### src/rtl/arb_mux_nx1.sv
// arb_mux_nx1: registered N:1 selector with valid/ready channels and round-robin or fixed-priority arbitration
module arb_mux_nx1 #(
  parameter int WIDTH = 32,
  parameter int N     = 8,
  parameter int RR    = 1
) (
  input  logic                   clk,
  input  logic                   rst_n,
  input  logic [N*WIDTH-1:0]     in_data,
  input  logic [N-1:0]           in_valid,
  output logic [N-1:0]           in_ready,
  output logic [WIDTH-1:0]       out_data,
  output logic                   out_valid,
  output logic [$clog2(N)-1:0]   out_sel,
  input  logic                   out_ready
);
  localparam int SELW = $clog2(N);
  logic [SELW-1:0]  r_ptr, r_sel, w_g, w_nxt;
  logic [WIDTH-1:0] r_data, w_word;
  logic             r_valid, w_hit, w_free;
  // Scan from ptr downwards in priority so the first valid channel after ptr is the last assignment
  always_comb begin
    w_g   = '0;
    w_hit = 1'b0;
    for (int k = N - 1; k >= 0; k--) begin
      if (in_valid[(int'(r_ptr) + k) % N]) begin
        w_g   = SELW'((int'(r_ptr) + k) % N);
        w_hit = 1'b1;
      end
    end
  end
  assign w_free    = !r_valid || out_ready;
  assign in_ready  = (rst_n && w_free && w_hit) ? (N'(1'b1) << w_g) : '0;
  assign w_word    = in_data[int'(w_g)*WIDTH +: WIDTH];
  assign w_nxt     = (w_g == SELW'(N - 1)) ? '0 : w_g + 1'b1;
  assign out_data  = r_data;
  assign out_valid = r_valid;
  assign out_sel   = r_sel;
  always_ff @(posedge clk or negedge rst_n) begin
    if (!rst_n) begin
      r_valid <= 1'b0;
      r_data  <= '0;
      r_sel   <= '0;
      r_ptr   <= '0;
    end else if (w_free) begin
      r_valid <= w_hit;
      if (w_hit) begin
        r_data <= w_word;
        r_sel  <= w_g;
        if (RR != 0) r_ptr <= w_nxt;
      end
    end
  end
endmodule
### config.mk
export PLATFORM = sky130hd
export DESIGN_NAME = arb_mux_nx1
export DESIGN_NICKNAME = d
export VERILOG_FILES = /design/src/rtl/arb_mux_nx1.sv
export SDC_FILE = /design/constraint.sdc
export NUM_CORES = 1
export LEC_CHECK = 0
export ABC_CLOCK_PERIOD_IN_PS = 5700
export BUFFER_PORTS_ARGS = -buffer_cell sky130_fd_sc_hd__buf_2
export CAP_MARGIN = 10
export CORE_ASPECT_RATIO = 1.5
export CORE_UTILIZATION = 37
export CTS_BUF_LIST = sky130_fd_sc_hd__clkbuf_2
export CTS_CLUSTER_SIZE = 28
export DETAILED_ROUTE_END_ITERATION = 8
export PLACE_DENSITY = 0.69
export SLEW_MARGIN = 20
export SYNTH_ARGS = -nofsm -noshare
export SYNTH_HDL_FRONTEND = slang
export SYNTH_SLANG_ARGS = --single-unit
### constraint.sdc
create_clock -name clk -period 5.7 [get_ports clk]
set_input_delay 1.14 -clock clk [delete_from_list [all_inputs] [get_ports clk]]
set_output_delay 1.14 -clock clk [all_outputs]
set_load 0.005 [all_outputs]
# --- Yosys cells after proc, flatten, opt, wreduce, memory -nomap -nowiden ---
# Index checks and enable logic that the tools add are counted.
word_totals:
  register_bits: 39
  wordCells: 83
op_classes:
  bitwise_logic: 7
  muxes: 41
  reduce_logical: 12
  order_cmp: 8
  addsub: 8
  n_eq_ne: 1
  shift: 2
ops:
  columns: ["cell", "n"]
  rows:
  - ["256-bit by 9-bit variable part select with 32-bit output", 1]
  - ["4-bit by 5-bit < comparator with 1-bit output (second input constant)", 7]
  - ["3-bit two-way mux", 9]
  - ["1-bit binary-select mux with 3-bit select", 8]
  - ["1-bit two-way mux", 23]
  - ["3-bit OR reduction", 7]
  - ["3-bit adder (second input constant)", 4]
  - ["8-bit two-way mux", 1]
  - ["1-bit by 3-bit left shift with 8-bit output (first input constant)", 1]
  - ["1-bit AND (first input constant)", 7]
  - ["3-bit by 1-bit adder with 3-bit output (second input constant)", 2]
  - ["3-bit by 2-bit adder with 3-bit output (second input constant)", 2]
  - ["3-bit by 4-bit < comparator with 1-bit output (second input constant)", 1]
  - ["3-bit equality test (second input constant)", 1]
  - ["1-bit logical AND", 2]
  - ["2-bit AND reduction", 1]
  - ["1-bit logical NOT", 1]
  - ["1-bit logical OR", 1]

# --- Longest topological paths before layout ---
# Gate-level depths: netlist of the first run.
depth:
  depth_word: 16
  depth_mapped: 19

# --- Least setup slack after synthesis of the first run ---
# Ideal clock, no wire load.
synth_path:
  path_kind: "flip-flop to output port"
  startpoint: "reg r_ptr[0]"
  endpoint: "out in_ready[3]"
  stages_incl_launch_ff: 16
  setup_slack_ps: 689
  arrival_time_ps: 3871
  path_cell_list: "dfrtp_1 -> buf_2 -> inv_1 -> buf_2 -> ha_1 -> buf_4 -> mux2_2 -> mux4_2 -> a211oi_1 -> a221o_1 -> buf_2 -> nand2_2 -> inv_2 -> clkbuf_1 -> ha_1 -> nor3b_1"
synth_between:
  elab_chain_len: 14
  elab_cells_between_ends: 49
  classes_between: "7 x add/sub; 1 x shift; 40 x mux; 1 x reduce/logical"
synth_rtl:
  columns: ["element", "line_no", "text"]
  rows:
  - ["from (decl)", "18", "logic [SELW-1:0] r_ptr, r_sel, w_g, w_nxt;"]
  - ["from (signal assigned)", "50", "if (RR != 0) r_ptr <= w_nxt;"]
  - ["3-bit adder", "26, 27", null]
  - ["1-bit binary-select mux with 3-bit select", "26", "if (in_valid[(int'(r_ptr) + k) % N]) begin"]
  - ["1-bit two-way mux (not written as such) (2 in a row)", "26", null]
  - ["3-bit two-way mux or 1-bit two-way mux (tied branches) (8 in a row)", "26", null]
  - ["1-bit by 3-bit left shift with 8-bit output or 1-bit logical AND (tied branches)", "33", "assign in_ready = (rst_n && w_free && w_hit) ? (N'(1'b1) << w_g) : '0;"]
  - ["8-bit two-way mux (*)", "33", null]
  - ["to (decl)", "11", "output logic [N-1:0] in_ready,"]
# Mark *: on every way between the ends. The rest lies on a longest branch, timed or not. The select of a mux whose other input is x is not followed.

# --- Worst setup path in the final report of the first run ---
layout_path:
  startpoint: "reg r_ptr[0]"
  endpoint: "out in_ready[5]"
# Same word-level chain as after synthesis.

==> run_results.csv, run 1 <==
group,metric,value,unit
outcome,status,"completed",
cts,htreeDepth,2,
final_layout,drive_gt1_share,49.4,%
sta,max_freq,0.191,GHz
final_layout,area_growth,31.4,%
die,coreArea,14200,um2
power,p_per_area,741,nW/um2
critical_path,critical_path_class,"flip-flop to output port",
die,die_w,101,um
synthesis,ys_seq_area_share,18.0,%
detailed_routing,drtAntennaViolNets,0,
critical_path,arrival,4.11,ns
critical_path,max_stage_delay,0.61,ns
power,finalPower,5.28,mW
sta,rsz0062_at_grt,"no",
cts,postCtsHoldBufs,0,
sta,report.final.slew_viol_count,0,
cts,clockBufferDepth,2,
synthesis,yosysTopAreaCell,"dfrtp_1",
sta,setup-tns-final,0,ns
final_layout,register_area,976,um2
sta,setup_slack,0.455,ns
synthesis,yosysWarnings,0,
die,start_util,38.3,%
die,die_area,15200,um2
placed_design,placement.io_buffers,310,
critical_path,crit_required,4.56,ns
sta,finalHoldViolCount,0,
cts,cts_made_buffers,5,
die,num_rows,53,
synthesis,ys_async_sr_fraction,100,%
detailed_routing,firstDrtPassIters,5,
critical_path,path_max_fanout,18,
cts,cts_root_buf,"clkbuf_2",
sta,post-route-min-period,5.25,ns
detailed_routing,drcViolationCount,0,
global_routing,grt_first_pass_wirelength,33.8,mm
die,io_pins,311,
placed_design,dp_worst_setup_slack,0.850,ns
placed_design,gp_congestion,0.942,
detailed_routing,initialDrtViolationCount,352,
detailed_routing,avgViaCountPerCell,6.03,
placed_design,place_inst,1048,
sta,finClkSkew,0.0471,ns
synthesis,synth_fp_nets,877,
critical_path,crit_path_frequent_cell,"buf_4",
die,die_height,150,um
sta,tightest_slew,0.862,ns
placed_design,dp.final_hpwl,18.1,mm
global_routing,grt_pass1_vias,5925,
synthesis,synthTopCellsByArea,"dfrtp_1 18%, a21boi_0 13%, mux4_2 8.7%",
global_routing,antenna_found_initial,6,
final_layout,final_core_util,50.3,%
cts,clkTransAtPathRegs,0.26,ns
critical_path,crit_path_start_kind,"flip-flop",
global_routing,overflow,0,
final_layout,multiInputGateArea,4040,um2
power,cellLeakagePower,3.05,nW
global_routing,grt_max_degree,92,
cts,clock_latency,0.45,ns
cts,cts_tree,"built",
critical_path,worst_path_max_delay_cell,"ha_2",
synthesis,synth_area,5430,um2
power,vdd_drop_max,0.000508,V
sta,slew_headroom,42.5,%
final_layout,finalNetCount,1133,
synthesis,ys_ff_latch,39,
synthesis,yosys.cell_types.count,52,
sta,setup-violations-final,0,
sta,timing.final.crit_share,92.0,%
detailed_routing,wirelength,23.7,mm
synthesis,synth_top_area_share,18.0,%
detailed_routing,vias,6411,
synthesis,synthCells,607,
detailed_routing,routedWlPerCell,22.3,um
synthesis,synth_edf_count,0,
final_layout,fin_cells,1063,
critical_path,endpoint_kind,"output port",
global_routing,grt_util_all_layers,29.8,%
cts,clkSinkCount,39,
critical_path,cp_cell_sequence,"inv_1, buf_4, ha_2, buf_4, mux2_2, mux4_2, nor3_1, a21oi_1, a221o_4, nand2_2, buf_4, and3_1, buf_2",
hold_path,hp-class,"flip-flop to flip-flop",
final_layout,fill_cells,1469,
job,maxCapViolations,0,
synthesis,syn_area_per_cell,8.95,um2
critical_path,r2r_setup_slack,1.10,ns
synthesis,synth_ff_type,"dfrtp_1",
sequential cells by signal (all words and copies together) (netlist names):
register / count
out_data: 32
out_sel: 3
out_valid: 1
r_ptr: 3
placed cells by master (no fill, tap or decap), drive strengths merged, types with 2 or more instances in the layout:
cell type / instances
nand3: 2
bufinv: 2
a221oi: 33
xnor2: 3
buf: 334
inv: 9
o21ai: 6
nand2: 9
clkbuf: 5
and2: 33
mux2i: 10
or4b: 2
mux2: 22
nor3b: 3
nor4: 40
nor2b: 2
dfrtp: 39
ha: 3
a21boi: 96
a2111oi: 2
mux4: 21
o32ai: 32
a21o: 2
nor3: 11
a211oi: 68
diode: 7
nor2: 11
a21oi: 8
and3: 35
xor2: 2
o211ai: 4
worst paths after layout:
path | from | end | cells past startpoint
setup / recovery | r_ptr[0] | in_ready[5] | 13
max in group asynchronous | rst_n | out_valid | 2
setup reg to reg | r_ptr[0] | out_data[14] | 14
hold reg to reg | out_sel[1] | out_sel[1] | 1
min in group asynchronous | rst_n | r_ptr[0] | 2
hold / removal | out_sel[1] | out_sel[1] | 1
layer usage:
| metal | global-route usage [%] | vias up | wire length [um] |
|---|---|---|---|
| met5 | 0 | - | 13 |
| met4 | 8.77 | 2 | 510 |
| met3 | 6.08 | 33 | 2030 |
| met2 | 47.3 | 352 | 11200 |
| met1 | 40.8 | 3037 | 9950 |
| li1 | - | 2987 | - |
worst max-delay path: cells and delay by family, from the launching register on:
family | cells | cell delay, ns
buffers and inverters | 5 | 0.83
multiplexers | 2 | 0.81
adder cells (fa/ha/maj) | 1 | 0.61
AND/OR/NAND/NOR | 3 | 0.55
AO/OA/AOI/OAI | 2 | 0.44
flip-flops | 1 | 0.41
synth_stat cells (10+ instances only):
master,instances
a21boi_0,96
nor4_1,40
a221oi_1,33
and2_1,33
nor3_1,11
a211oi_2,30
nor2_1,11
mux2_2,21
clkbuf_1,51
and3_1,35
dfrtp_1,39
o32ai_1,32
buf_2,22
mux2i_1,10
mux4_2,21
a211oi_1,38
per-stage QoR:
step | hold slack, ns | cell area [um2]
floorplan | 0.505 | 5430
global placement | 0.486 | 7020
detailed placement | 0.510 | 7020
CTS | 0.551 | 7110
global route | 0.566 | 7120
finish | 0.547 | 7130
power breakdown:
| part | switching, mW | leakage (nW) | internal (mW) | total (mW) |
|---|---|---|---|---|
| logic | 2.81 | 2.57 | 1.69 | 4.50 |
| clock network | 0.109 | 0.0492 | 0.118 | 0.227 |
| registers | 0.113 | 0.435 | 0.448 | 0.561 |
| total | 3.03 | 3.05 | 2.26 | 5.28 |
layout make-up:
cell class                      count  area share, %
Inverter                            9          0.474
Clock inverter                      3          0.947
Clock buffer                        5          0.351
Multi-Input combinational cell    474           56.7
Tap cell                          192           3.37
Antenna cell                        7          0.246
Sequential cell                    39           13.7
Timing Repair Buffer              334           24.3
cells by family (layout without fill, tap and decap cells):
group                    Yosys count  count (layout)  share of synthesized area [%]
adder cells (fa/ha/maj)            3               3                          0.691
XOR/XNOR                           5               5                           1.29
multiplexers                      53              53                           15.2
AO/OA/AOI/OAI                    264             264                           40.4
other                              0               7                              0
flip-flops                        39              39                           18.0
AND/OR/NAND/NOR                  149             149                           16.2
buffers and inverters             94             351                           8.25
what timing repair did:
| item | 4_1_cts | 5_1_grt |
|---|---|---|
| buffers inserted | 0 | 0 |
| gates resized for setup | 0 | 1 |
| setup endpoints to repair | 0 | 1 |
Power figures use the tool's default switching activity.
==> inputs of run 2 (changes only) <==
CTS_BUF_LIST = sky130_fd_sc_hd__clkbuf_8   (was sky130_fd_sc_hd__clkbuf_2)
==> run 2 against run 1 <==
Compared with the run above: wire length is essentially flat; clock power grew 27%; total power grew 0.99%; sequential power is essentially flat; global-route usage is essentially flat; final cell count shrank 0.19%; final area grew 0.51%; sequential share of layout area shrank 0.069 points; largest cell class unchanged; largest power group unchanged; highest routed layer unchanged.
==> run_results.csv, run 2 (synthesis results as in run 1) <==
group,metric,value,unit
die,num_rows,53,
placed_design,placement.io_buffers,310,
detailed_routing,routedWlPerCell,22.3,um
cts,clkSinkCount,39,
detailed_routing,initialDrtViolationCount,384,
critical_path,r2r_setup_slack,0.90,ns
global_routing,grt_pass1_vias,5930,
critical_path,critical_path_class,"flip-flop to output port",
power,vdd_drop_max,0.000513,V
detailed_routing,avgViaCountPerCell,6.05,
die,start_util,38.3,%
cts,htreeDepth,2,
critical_path,reg2regPathDepth,14,
cts,clockBufferDepth,2,
sta,finalHoldViolCount,0,
detailed_routing,drtAntennaViolNets,0,
placed_design,dp.final_hpwl,18.1,mm
cts,postCtsHoldBufs,0,
hold_path,hp-class,"flip-flop to flip-flop",
detailed_routing,met2WireLength,11.1,mm
detailed_routing,vias,6414,
final_layout,drive_gt1_share,49.3,%
outcome,status,"completed",
die,die_area,15200,um2
die,die_w,101,um
power,p_per_area,744,nW/um2
final_layout,largest_reg_flops,32,
critical_path,crit_path_frequent_cell,"buf_4",
critical_path,path_max_fanout,18,
placed_design,gp_congestion,0.942,
detailed_routing,met1Wirelength,9.94,mm
cts,cts_tree,"built",
critical_path,max_stage_delay,0.78,ns
sta,post-route-min-period,5.25,ns
detailed_routing,wirelength,23.6,mm
critical_path,r2r_end,"out_data[13]",
power,finalPower,5.34,mW
global_routing,grt_first_pass_wirelength,33.7,mm
detailed_routing,firstDrtPassIters,5,
sta,report.final.slew_viol_count,0,
hold_path,hold_start,"out_sel[1]",
cts,clkTransAtPathRegs,0.10,ns
critical_path,cp_cell_sequence,"inv_1, buf_4, ha_1, buf_4, mux2_2, mux4_2, nor3_1, a21oi_1, a221o_4, nand2_2, buf_4, and3_1, buf_2",
cts,cts_made_buffers,5,
final_layout,fill_cells,1466,
final_layout,finalNetCount,1133,
global_routing,grt_max_degree,92,
die,io_pins,311,
sta,max_freq,0.191,GHz
final_layout,mostFrequentLayoutCells,"310 x buf_2, 96 x a21boi_0, 40 x nor4_1",
die,coreArea,14200,um2
hold_path,hold_end,"out_sel[1]",
cts,cts_root_buf,"clkbuf_8",
sta,setup-tns-final,0,ns
global_routing,grt_util_all_layers,29.8,%
sta,setup-violations-final,0,
sta,timing.final.crit_share,92.1,%
critical_path,crit_path_start_kind,"flip-flop",
detailed_routing,drcViolationCount,0,
critical_path,crit_required,4.56,ns
cts,clock_latency,0.31,ns
detailed_routing,wl_met3,2.08,mm
critical_path,endpoint_kind,"output port",
sta,slew_headroom,42.9,%
sta,finClkSkew,0.0173,ns
final_layout,final_common_cell,"buf_2",
global_routing,overflow,0,
power,cellLeakagePower,3.07,nW
hold_path,holdPathStages,1,
sta,tightest_slew,0.857,ns
global_routing,antenna_found_initial,5,
critical_path,worst_path_max_delay_cell,"ha_1",
sta,rsz0062_at_grt,"no",
cts,cts_setup_buffers,0,
cts,cts_resized,0,
job,maxCapViolations,0,
critical_path,arrival,4.11,ns
final_layout,area_growth,32.1,%
critical_path,r2r_start,"r_ptr[0]",
detailed_routing,top_layer,"met5",
die,die_height,150,um
-- run 2: cell types whose count changed in the layout (fill, tap and decap cells not counted) --
| cell | change |
|---|---|
| clkbuf_8 | +5 |
| diode_2 | -2 |
| ha_1 | +1 |
| clkbuf_2 | -5 |
| ha_2 | -1 |
-- run 2: how the worst max path moves through the flow --
stage | startpoint | endpoint | slack (ns) | cells after the start
floorplan | r_ptr[0] | in_ready[3] | 0.69 | 15
global placement | r_ptr[0] | in_ready[3] | 0.88 | 13
detailed placement | r_ptr[0] | in_ready[5] | 0.85 | 13
CTS | r_ptr[0] | in_ready[3] | 0.49 | 13
global route | r_ptr[0] | in_ready[3] | 0.20 | 13
finish | r_ptr[0] | in_ready[5] | 0.45 | 13
-- run 2: critical path, delay by kind of cell, from the launching register on --
kind	cells	cell delay, ns
AOI/OAI and AO/OA	2	0.44
DFF	1	0.36
and+or+nand+nor	3	0.53
muxes	2	0.81
adders and majority gates	1	0.78
buffers and inverters	5	0.87
-- run 2: final cells by class --
cell class,count,area (um2),area share (%)
clock inverter,3,67.6,0.942
antenna,5,12.5,0.174
clock buffer,5,68.8,0.960
tap,192,240,3.35
sequential,39,976,13.6
timing repair buffer,334,1730,24.1
inverter,9,33.8,0.471
multi-input combinational,474,4040,56.3
-- run 2: routing by layer --
layer  up-vias  GRT usage (%)
met5         -              0
met4         4           8.77
met3        36           6.08
met2       353           47.3
met1      3039           40.7
li1       2982              -
-- run 2: report_power, final --
part / total, mW / switching, mW / internal (mW)
logic: 4.49 / 2.80 / 1.69
clock network: 0.288 / 0.113 / 0.175
registers: 0.563 / 0.113 / 0.450
total: 5.34 / 3.02 / 2.31
-- run 2: per-stage QoR --
step | cell area, um2 | cells | hold slack [ns] | setup WS (ns) | utilization, %
3_3_place_gp | 7020 | 1048 | 0.486 | 0.882 | 49.5
3_5_place_dp | 7020 | 1048 | 0.510 | 0.850 | 49.5
4_1_cts | 7160 | 1056 | 0.527 | 0.489 | 50.4
5_1_grt | 7160 | 1057 | 0.541 | 0.198 | 50.5
6_report | 7170 | 1061 | 0.525 | 0.452 | 50.5
2_1_floorplan | 5430 | 607 | 0.505 | 0.689 | -
